$ cat config.mk
export PLATFORM = sky130hd
export DESIGN_NAME = uc
export DESIGN_NICKNAME = d
export VERILOG_FILES = /design/src/rtl/uc_pkg.sv /design/src/rtl/uc.sv
export SDC_FILE = /design/constraint.sdc
export NUM_CORES = 1
export LEC_CHECK = 0
export CAP_MARGIN = 30
export CORE_MARGIN = 5
export CORE_UTILIZATION = 46
export DETAILED_ROUTE_END_ITERATION = 8
export PLACE_DENSITY = 0.76
export SYNTH_ARGS = -nofsm -noshare
export SYNTH_HDL_FRONTEND = slang
export SYNTH_SLANG_ARGS = --single-unit
export TNS_END_PERCENT = 30
$ cat constraint.sdc
create_clock -name clock -period 2.1 [get_ports clock]
set_input_delay 0.525 -clock clock [delete_from_list [all_inputs] [get_ports clock]]
set_output_delay 0.525 -clock clock [all_outputs]
set_load 0.03 [all_outputs]
$ cat src/rtl/uc_pkg.sv
// Shared definitions for the uc stack-machine control unit:
// widths, FSM state encodings and opcode constants.
package uc_pkg;

   localparam int unsigned STACK_W_DEF = 16;
   localparam int unsigned ADDR_W_DEF  = 5;
   localparam int unsigned OPCODE_W    = 5;

   typedef enum logic [3:0] {
      INIT      = 4'd0,
      FETCH     = 4'd1,
      DECODE    = 4'd2,
      MEM_READ  = 4'd3,
      PUSH      = 4'd4,
      MEM_WRITE = 4'd5,
      POP_A     = 4'd6,
      POP_B     = 4'd7,
      ALU_WAIT  = 4'd8,
      PUSH_ALU  = 4'd9,
      BRANCH    = 4'd10,
      PC_INC    = 4'd11
   } estado_t;

   localparam logic [OPCODE_W-1:0] OP_PUSH      = 5'd0;
   localparam logic [OPCODE_W-1:0] OP_PUSH_I    = 5'd1;
   localparam logic [OPCODE_W-1:0] OP_POP_M     = 5'd2;
   localparam logic [OPCODE_W-1:0] OP_POP       = 5'd3;
   localparam logic [OPCODE_W-1:0] OP_ALU_FIRST = 5'd4;
   localparam logic [OPCODE_W-1:0] OP_ALU_LAST  = 5'd12;
   localparam logic [OPCODE_W-1:0] OP_GOTO      = 5'd13;
   localparam logic [OPCODE_W-1:0] OP_IF_TRUE   = 5'd14;
   localparam logic [OPCODE_W-1:0] OP_IF_FALSE  = 5'd15;

   function automatic logic is_alu(input logic [OPCODE_W-1:0] op);
      return (op >= OP_ALU_FIRST) && (op <= OP_ALU_LAST);
   endfunction

endpackage

$ cat src/rtl/uc.sv
// Control unit of the stack machine: fetch/decode FSM driving ROM, RAM,
// stack and ALU operand registers through registered one-cycle strobes.
module uc
   import uc_pkg::*;
#(
   parameter int unsigned STACK_W = STACK_W_DEF,
   parameter int unsigned ADDR_W  = ADDR_W_DEF
) (
   input  logic                       clock,
   input  logic                       reset,
   input  logic [OPCODE_W+ADDR_W-1:0] inst,
   input  logic [STACK_W-1:0]         data_mem,
   input  logic                       controle_ula,
   output logic                       pilha_wren,
   output logic                       ram_wren,
   output logic                       controle_pilha,
   output logic                       clock_pilha,
   output logic                       clock_rom,
   output logic                       clock_ram,
   output logic                       clock_temp1,
   output logic                       clock_temp2,
   output logic [ADDR_W-1:0]          a_rom,
   output logic [STACK_W-1:0]         data_pilha,
   output logic [ADDR_W-1:0]          a_ram,
   output logic                       load_temp1,
   output logic                       load_temp2,
   output logic [OPCODE_W-1:0]        opcode
);

   estado_t                     estado_atual, estado_prox;
   logic [ADDR_W-1:0]           pc, pc_d;
   logic [OPCODE_W+ADDR_W-1:0]  ir, ir_d;
   logic [OPCODE_W-1:0]         inst_op, ir_op, opcode_d;
   logic [ADDR_W-1:0]           ir_operand, a_ram_d;
   logic [STACK_W-1:0]          data_pilha_d;
   logic                        desvio;
   logic pilha_wren_d, ram_wren_d, controle_pilha_d, clock_pilha_d, clock_rom_d;
   logic clock_ram_d, clock_temp1_d, clock_temp2_d, load_temp1_d, load_temp2_d;

   assign inst_op    = inst[OPCODE_W+ADDR_W-1 -: OPCODE_W];
   assign ir_op      = ir[OPCODE_W+ADDR_W-1 -: OPCODE_W];
   assign ir_operand = ir[ADDR_W-1:0];
   assign a_rom      = pc;

   assign desvio = (ir_op == OP_GOTO)
                 | ((ir_op == OP_IF_TRUE)  &  controle_ula)
                 | ((ir_op == OP_IF_FALSE) & ~controle_ula);

   always_ff @(posedge clock) begin
      if (reset) estado_atual <= INIT;
      else       estado_atual <= estado_prox;
   end

   // DECODE steers on the raw inst, since IR is only loaded at the end of it.
   always_comb begin
      estado_prox = INIT;
      case (estado_atual)
         INIT:      estado_prox = FETCH;
         FETCH:     estado_prox = DECODE;
         DECODE: begin
            case (inst_op)
               OP_PUSH:     estado_prox = MEM_READ;
               OP_PUSH_I:   estado_prox = PUSH;
               OP_POP_M:    estado_prox = MEM_WRITE;
               OP_POP:      estado_prox = PC_INC;
               OP_GOTO,
               OP_IF_TRUE,
               OP_IF_FALSE: estado_prox = BRANCH;
               default:     estado_prox = is_alu(inst_op) ? POP_A : PC_INC;
            endcase
         end
         MEM_READ:  estado_prox = PUSH;
         PUSH:      estado_prox = PC_INC;
         MEM_WRITE: estado_prox = PC_INC;
         POP_A:     estado_prox = POP_B;
         POP_B:     estado_prox = ALU_WAIT;
         ALU_WAIT:  estado_prox = PUSH_ALU;
         PUSH_ALU:  estado_prox = PC_INC;
         BRANCH:    estado_prox = desvio ? FETCH : PC_INC;
         PC_INC:    estado_prox = FETCH;
         default:   estado_prox = INIT;
      endcase
   end

   always_comb begin
      pc_d             = pc;
      ir_d             = ir;
      opcode_d         = opcode;
      a_ram_d          = a_ram;
      data_pilha_d     = data_pilha;
      pilha_wren_d     = pilha_wren;
      controle_pilha_d = controle_pilha;
      ram_wren_d       = 1'b0;
      clock_pilha_d    = 1'b0;
      clock_rom_d      = 1'b0;
      clock_ram_d      = 1'b0;
      clock_temp1_d    = 1'b0;
      clock_temp2_d    = 1'b0;
      load_temp1_d     = 1'b0;
      load_temp2_d     = 1'b0;
      case (estado_atual)
         FETCH: clock_rom_d = 1'b1;
         DECODE: begin
            ir_d     = inst;
            opcode_d = inst_op;
            // Both pop flavours issue their stack pop straight from decode.
            if (inst_op == OP_POP_M || inst_op == OP_POP) begin
               pilha_wren_d  = 1'b0;
               clock_pilha_d = 1'b1;
            end
         end
         MEM_READ: begin
            a_ram_d     = ir_operand;
            ram_wren_d  = 1'b0;
            clock_ram_d = 1'b1;
         end
         PUSH: begin
            data_pilha_d     = (ir_op == OP_PUSH) ? data_mem : STACK_W'(ir_operand);
            controle_pilha_d = 1'b0;
            pilha_wren_d     = 1'b1;
            clock_pilha_d    = 1'b1;
         end
         MEM_WRITE: begin
            a_ram_d     = ir_operand;
            ram_wren_d  = 1'b1;
            clock_ram_d = 1'b1;
         end
         POP_A: begin
            pilha_wren_d  = 1'b0;
            clock_pilha_d = 1'b1;
            load_temp1_d  = 1'b1;
            clock_temp1_d = 1'b1;
         end
         POP_B: begin
            pilha_wren_d  = 1'b0;
            clock_pilha_d = 1'b1;
            load_temp2_d  = 1'b1;
            clock_temp2_d = 1'b1;
         end
         PUSH_ALU: begin
            controle_pilha_d = 1'b1;
            pilha_wren_d     = 1'b1;
            clock_pilha_d    = 1'b1;
         end
         BRANCH: if (desvio) pc_d = ir_operand;
         PC_INC: pc_d = pc + ADDR_W'(1);
         default: ;
      endcase
   end

   always_ff @(posedge clock) begin
      if (reset) begin
         pc             <= '0;
         ir             <= '0;
         opcode         <= '0;
         a_ram          <= '0;
         data_pilha     <= '0;
         pilha_wren     <= 1'b0;
         controle_pilha <= 1'b0;
         ram_wren       <= 1'b0;
         clock_pilha    <= 1'b0;
         clock_rom      <= 1'b0;
         clock_ram      <= 1'b0;
         clock_temp1    <= 1'b0;
         clock_temp2    <= 1'b0;
         load_temp1     <= 1'b0;
         load_temp2     <= 1'b0;
      end else begin
         pc             <= pc_d;
         ir             <= ir_d;
         opcode         <= opcode_d;
         a_ram          <= a_ram_d;
         data_pilha     <= data_pilha_d;
         pilha_wren     <= pilha_wren_d;
         controle_pilha <= controle_pilha_d;
         ram_wren       <= ram_wren_d;
         clock_pilha    <= clock_pilha_d;
         clock_rom      <= clock_rom_d;
         clock_ram      <= clock_ram_d;
         clock_temp1    <= clock_temp1_d;
         clock_temp2    <= clock_temp2_d;
         load_temp1     <= load_temp1_d;
         load_temp2     <= load_temp2_d;
      end
   end

endmodule

* After elaboration in Yosys (flattened, before gate mapping) *
Index checks and enable logic that the tools add are counted.

storage, ports and cells
  output and inout port bits = 41
  logic and storage cells = 78
  flip-flop bits (word level) = 53
  input bits = 29

cells by class
  reduce and logical (&&, ||, !) cells = 17
  equality and inequality tests = 22
  add/sub/neg operators = 1
  multiplexer cells = 17
  bitwise operators = 5
  magnitude comparators = 2

operators with widths
  cell                 count
  $pmux 4 s9           1
  $eq 5x4->1 const B   6
  $pmux 4 s5           1
  $eq 4x3->1 const B   4
  $eq 4x4->1 const B   4
  $mux 16              1
  $eq 5x2->1 const B   2
  $logic_not 5->1      2
  $pmux 5 s2           1
  $eq 4x2->1 const B   2
  $mux 4               2
  $reduce_or 2->1      4
  $mux 1               7
  $reduce_or 3->1      2
  $add 5x1->5 const B  1
  $eq 5x1->1 const B   1
  $ge 5x3->1 const B   1
  $le 5x4->1 const B   1
  $mux 5               1
  $eq 4x1->1 const B   1
  $logic_not 4->1      1
  $ne 2x2->1 const B   2
  $pmux 1 s2           2
  $reduce_and 2->1     2
  9 further kinds      12

* Depth between registers and ports, before layout *
  word-level depth = 6
  gate-level depth with buffers = 6
  mapped depth without buffers = 5

* Worst setup path before layout *
No wires, ideal clock.

  path kind = input to register
  start = in controle_ula
  end = reg estado_atual[1]
  buffers on the path = 0
  arrival time = 1511 ps
  stages = 4
  setup slack = 530 ps
  data required time = 2042 ps
  library setup time = 58 ps
  path through = and3b_2 -> o2111a_1 -> a2111oi_0 -> o21a_1

on the way
  cells in the longest elaborated chain, start to end = 5
  elaborated cells on any way between the ends = 7
  those cells by class = mux (2); bitwise (5)

RTL lines
  item                                              line                source
  start, declared                                   uc.sv:13            input logic controle_ula,
  $and 1x1->1 / $not 1->1 (equally long branches)   uc.sv:46, uc.sv:47
  $or 1x1->1 / $and 1x1->1 (equally long branches)  uc.sv:46, uc.sv:47
  $or 1x1->1 (*)                                    uc.sv:47            | ((ir_op == OP_IF_FALSE) & ~controle_ula);
  $mux 4 (*)                                        uc.sv:79            BRANCH: estado_prox = desvio ? FETCH : PC_INC;
  $pmux 4 s9 (*)                                    uc.sv:57            case (estado_atual)
  end signal, assigned                              uc.sv:51            else estado_atual <= estado_prox;
  end, declared                                     uc.sv:30            estado_t estado_atual, estado_prox;

Every way passes the cells marked *; elsewhere a longest branch is shown, timed or not.
A chain may end at the register's enable or synchronous reset.

* Worst setup path after layout *
  start = reg pc[0] (netlist: a_rom[0])
  end = out a_rom[0]

RTL lines
  item                    line       source
  start, declared         uc.sv:31   logic [ADDR_W-1:0] pc, pc_d;
  start signal, assigned  uc.sv:169  pc <= pc_d;
  end, declared           uc.sv:22   output logic [ADDR_W-1:0] a_rom,

No word-level cell between the ends.

==> results.sh <==
export IMPL_status="finished clean"
export IMPL_synthCells=260
export IMPL_combPwrFrac=0.309
export IMPL_via_per_inst=5.688
export IMPL_avgSynthCellArea_sq_um=8.450
export IMPL_fin_crit_sh=0.9407
export IMPL_hold_violations=0
export IMPL_drt_pass1_iterations=4
export IMPL_regArea_sq_um=960.9
export IMPL_p_switching_uw=870.4
export IMPL_cts_resized=0
export IMPL_whs_ns=0.4537
export IMPL_path_delay_family="buffers and inverters"
export IMPL_core_sq_um=4692
export IMPL_fmax_mhz=506.2
export IMPL_cts_hold_buf=0
export IMPL_startpoint_type="flip-flop"
export IMPL_syn_cell_area_sq_um=2197
export IMPL_drt_wl_total_mm=5.918
export IMPL_cts_buffers=5
export IMPL_initial_core_util=0.4683
export IMPL_synthArstFlopShare=0
export IMPL_dieHeight_microns=79.11
export IMPL_place_inst=370
export IMPL_grt_util_all_layers=0.1872
export IMPL_setup_viol=0
export IMPL_postCtsSetupRepairBufs=0
export IMPL_hold_path_class="reg2reg"
export IMPL_routedWlPerCell_microns=15.66
export IMPL_antenna_found_initial=0
export IMPL_num_vias=2150
export IMPL_relSlewSlack=0.6419
export IMPL_pre_cts_ws_ns=-0.07736
export IMPL_max_slew_worst_pin_slew_ns=0.5364
export IMPL_drv_slew=0
export IMPL_path_buf_inv=1
export IMPL_grt_pass1_wl_mm=9.363
export IMPL_dp_hpwl_mm=4.330
export IMPL_drt_iter0_drc=77
export IMPL_crit_slowest_cell="clkdlybuf4s50_1"
export IMPL_ant_nets=0
export IMPL_clk_pin_slew_worst_paths_ns=0.09
export IMPL_drv_cap=0
export IMPL_mostFrequentLayoutCells="69 x clkdlybuf4s50_1, 48 x dfxtp_1, 39 x nand2_1"
export IMPL_power_density_nw_per_um2=845.1
export IMPL_stdcell_area_sq_um=3014
export IMPL_switching_share=0.3417
export IMPL_ys_seq_elements=48
export IMPL_grt_pass1_vias=1949
export IMPL_critPathMaxStageDelay_ns=0.71
export IMPL_crit_required_ns=1.57
export IMPL_cts_htree_levels=2
export IMPL_power_frac_clock=0.260
export IMPL_rsz0062_at_grt="no"
export IMPL_die_w_microns=79.11
export IMPL_nets=353
export IMPL_ys_flop_type="dfxtp_1"
export IMPL_place_area_sq_um=2907
export IMPL_finalCriticalPeriod_ns=1.975
export IMPL_multi_input_comb_area_sq_um=1075
export IMPL_fin_skew_ns=0.007081
export IMPL_pwr_share_seq=0.431
export IMPL_cts_path_max_buffers=2
export IMPL_ys_warn_count=0
export IMPL_tritoncts="yes"
export IMPL_synth_edf_count=0
export IMPL_cp_end_kind="primary output"
export IMPL_internal_power_uw=1677
export IMPL_insertion_delay_ns=0.30
export IMPL_dieArea_sq_um=6258
export IMPL_peakVddDrop_mv=0.3531
export IMPL_grt_max_degree=21
export IMPL_port_buffers=69
export IMPL_synth_nets=290
export IMPL_num_rows=25
export IMPL_drive_above_1_share=0.08025
export IMPL_path_max_fanout=5
export IMPL_cts_root_buf="clkbuf_8"
export IMPL_cp_arrival_ns=1.45
export IMPL_area_growth_pct=37.19
export IMPL_p_leak_uw=0.001105
export IMPL_grt_ovfl_total=0
export IMPL_timing_final_ws_setup_ns=0.1245
export IMPL_drc=0
export IMPL_ios=70
export IMPL_diodes=0
export IMPL_cts_sinks=48
export IMPL_stdcell_count=378
export IMPL_final_common_cell="clkdlybuf4s50_1"
export IMPL_worst_setup_path_type="reg2out"
export IMPL_routabilityCongestion=0.9351
export IMPL_seq_area_frac_synth=0.4374
export IMPL_ys_types=48
export IMPL_worstPathCellList="clkdlybuf4s50_1"
export IMPL_fillers=426
per-layer routing:
layer	part of all wire	GRT usage	up-vias
met5	0	0	-
li1	-	-	1043
met4	0.020	0.06186	0
met1	0.45	0.2549	979
met2	0.45	0.2946	111
met3	0.080	0.03968	17
cell families (layout without fill, tap and decap cells):
logic type / Yosys count / count (layout) / synth area share
simple gates: 97 / 97 / 0.2181
compound gates: 72 / 72 / 0.2164
flops: 48 / 48 / 0.4374
buf+inv: 31 / 95 / 0.07346
mux: 9 / 9 / 0.04100
xor+xnor: 2 / 2 / 0.007974
fa+ha+maj: 1 / 1 / 0.005694
area by class of cell:
class / instances / area share
Multi-Input combinational cell: 181 / 0.3566
Sequential cell: 48 / 0.3188
Timing Repair Buffer: 81 / 0.2590
Clock buffer: 6 / 0.02408
Tap cell: 54 / 0.02242
Clock inverter: 2 / 0.01162
Inverter: 6 / 0.007472
synth_stat cells (all sizes together) (2+ instances only):
cell type / number / area, sq um
a311oi: 4 / 35.03
buf: 14 / 97.58
xnor2: 2 / 17.52
nor2: 19 / 87.58
a21oi: 30 / 150.1
a2111oi: 4 / 35.03
nand2: 39 / 146.4
nand3: 15 / 75.07
a2bb2oi: 2 / 17.52
clkbuf: 11 / 41.29
o21ai: 11 / 55.05
inv: 6 / 22.52
nand2b: 5 / 31.28
and3: 2 / 12.51
or3: 6 / 37.54
nor3: 4 / 30.03
and3b: 2 / 18.77
o32ai: 2 / 17.52
o2111ai: 2 / 17.52
mux2i: 9 / 90.09
o31ai: 2 / 15.01
dfxtp: 48 / 960.9
a211oi: 2 / 25.02
sequential cells by signal, summed over array words and instances, names as in the netlist:
name,flops
a_ram,5
a_rom,5
clock_pilha,1
clock_ram,1
clock_rom,1
controle_pilha,1
data_pilha,16
estado_atual,4
ir,5
load_temp1,1
load_temp2,1
opcode,5
pilha_wren,1
ram_wren,1
per-stage QoR:
step	power [uW]	TNS, ns	utilization
2_1_floorplan	1629	0	-
3_3_place_gp	1883	0	0.6195
3_5_place_dp	1897	-0.1481	0.6195
4_1_cts	2558	0	0.6424
5_1_grt	2671	0	0.6424
6_report	2547	0	0.6424
power groups by stage:
| stage | Combinational, uW | Sequential, uW | Clock, uW |
|---|---|---|---|
| 3_3_place_gp | 771 | 1110 | 0 |
| 3_5_place_dp | 782 | 1120 | 0 |
| 2_1_floorplan | 482 | 1150 | 0 |
| 6_report | 788 | 1100 | 662 |
| 5_1_grt | 842 | 1110 | 716 |
| 4_1_cts | 785 | 1090 | 678 |
path summary, 6_finish.rpt:
kind,to,start,slack (ns),depth (start not counted)
max,a_rom[0],a_rom[0],0.12,1
min,data_pilha[9],data_pilha[9],0.45,2
max reg2reg,estado_atual[3],estado_atual[1],0.34,4
min reg2reg,data_pilha[9],data_pilha[9],0.45,2
(Power assumes the default switching activity.)
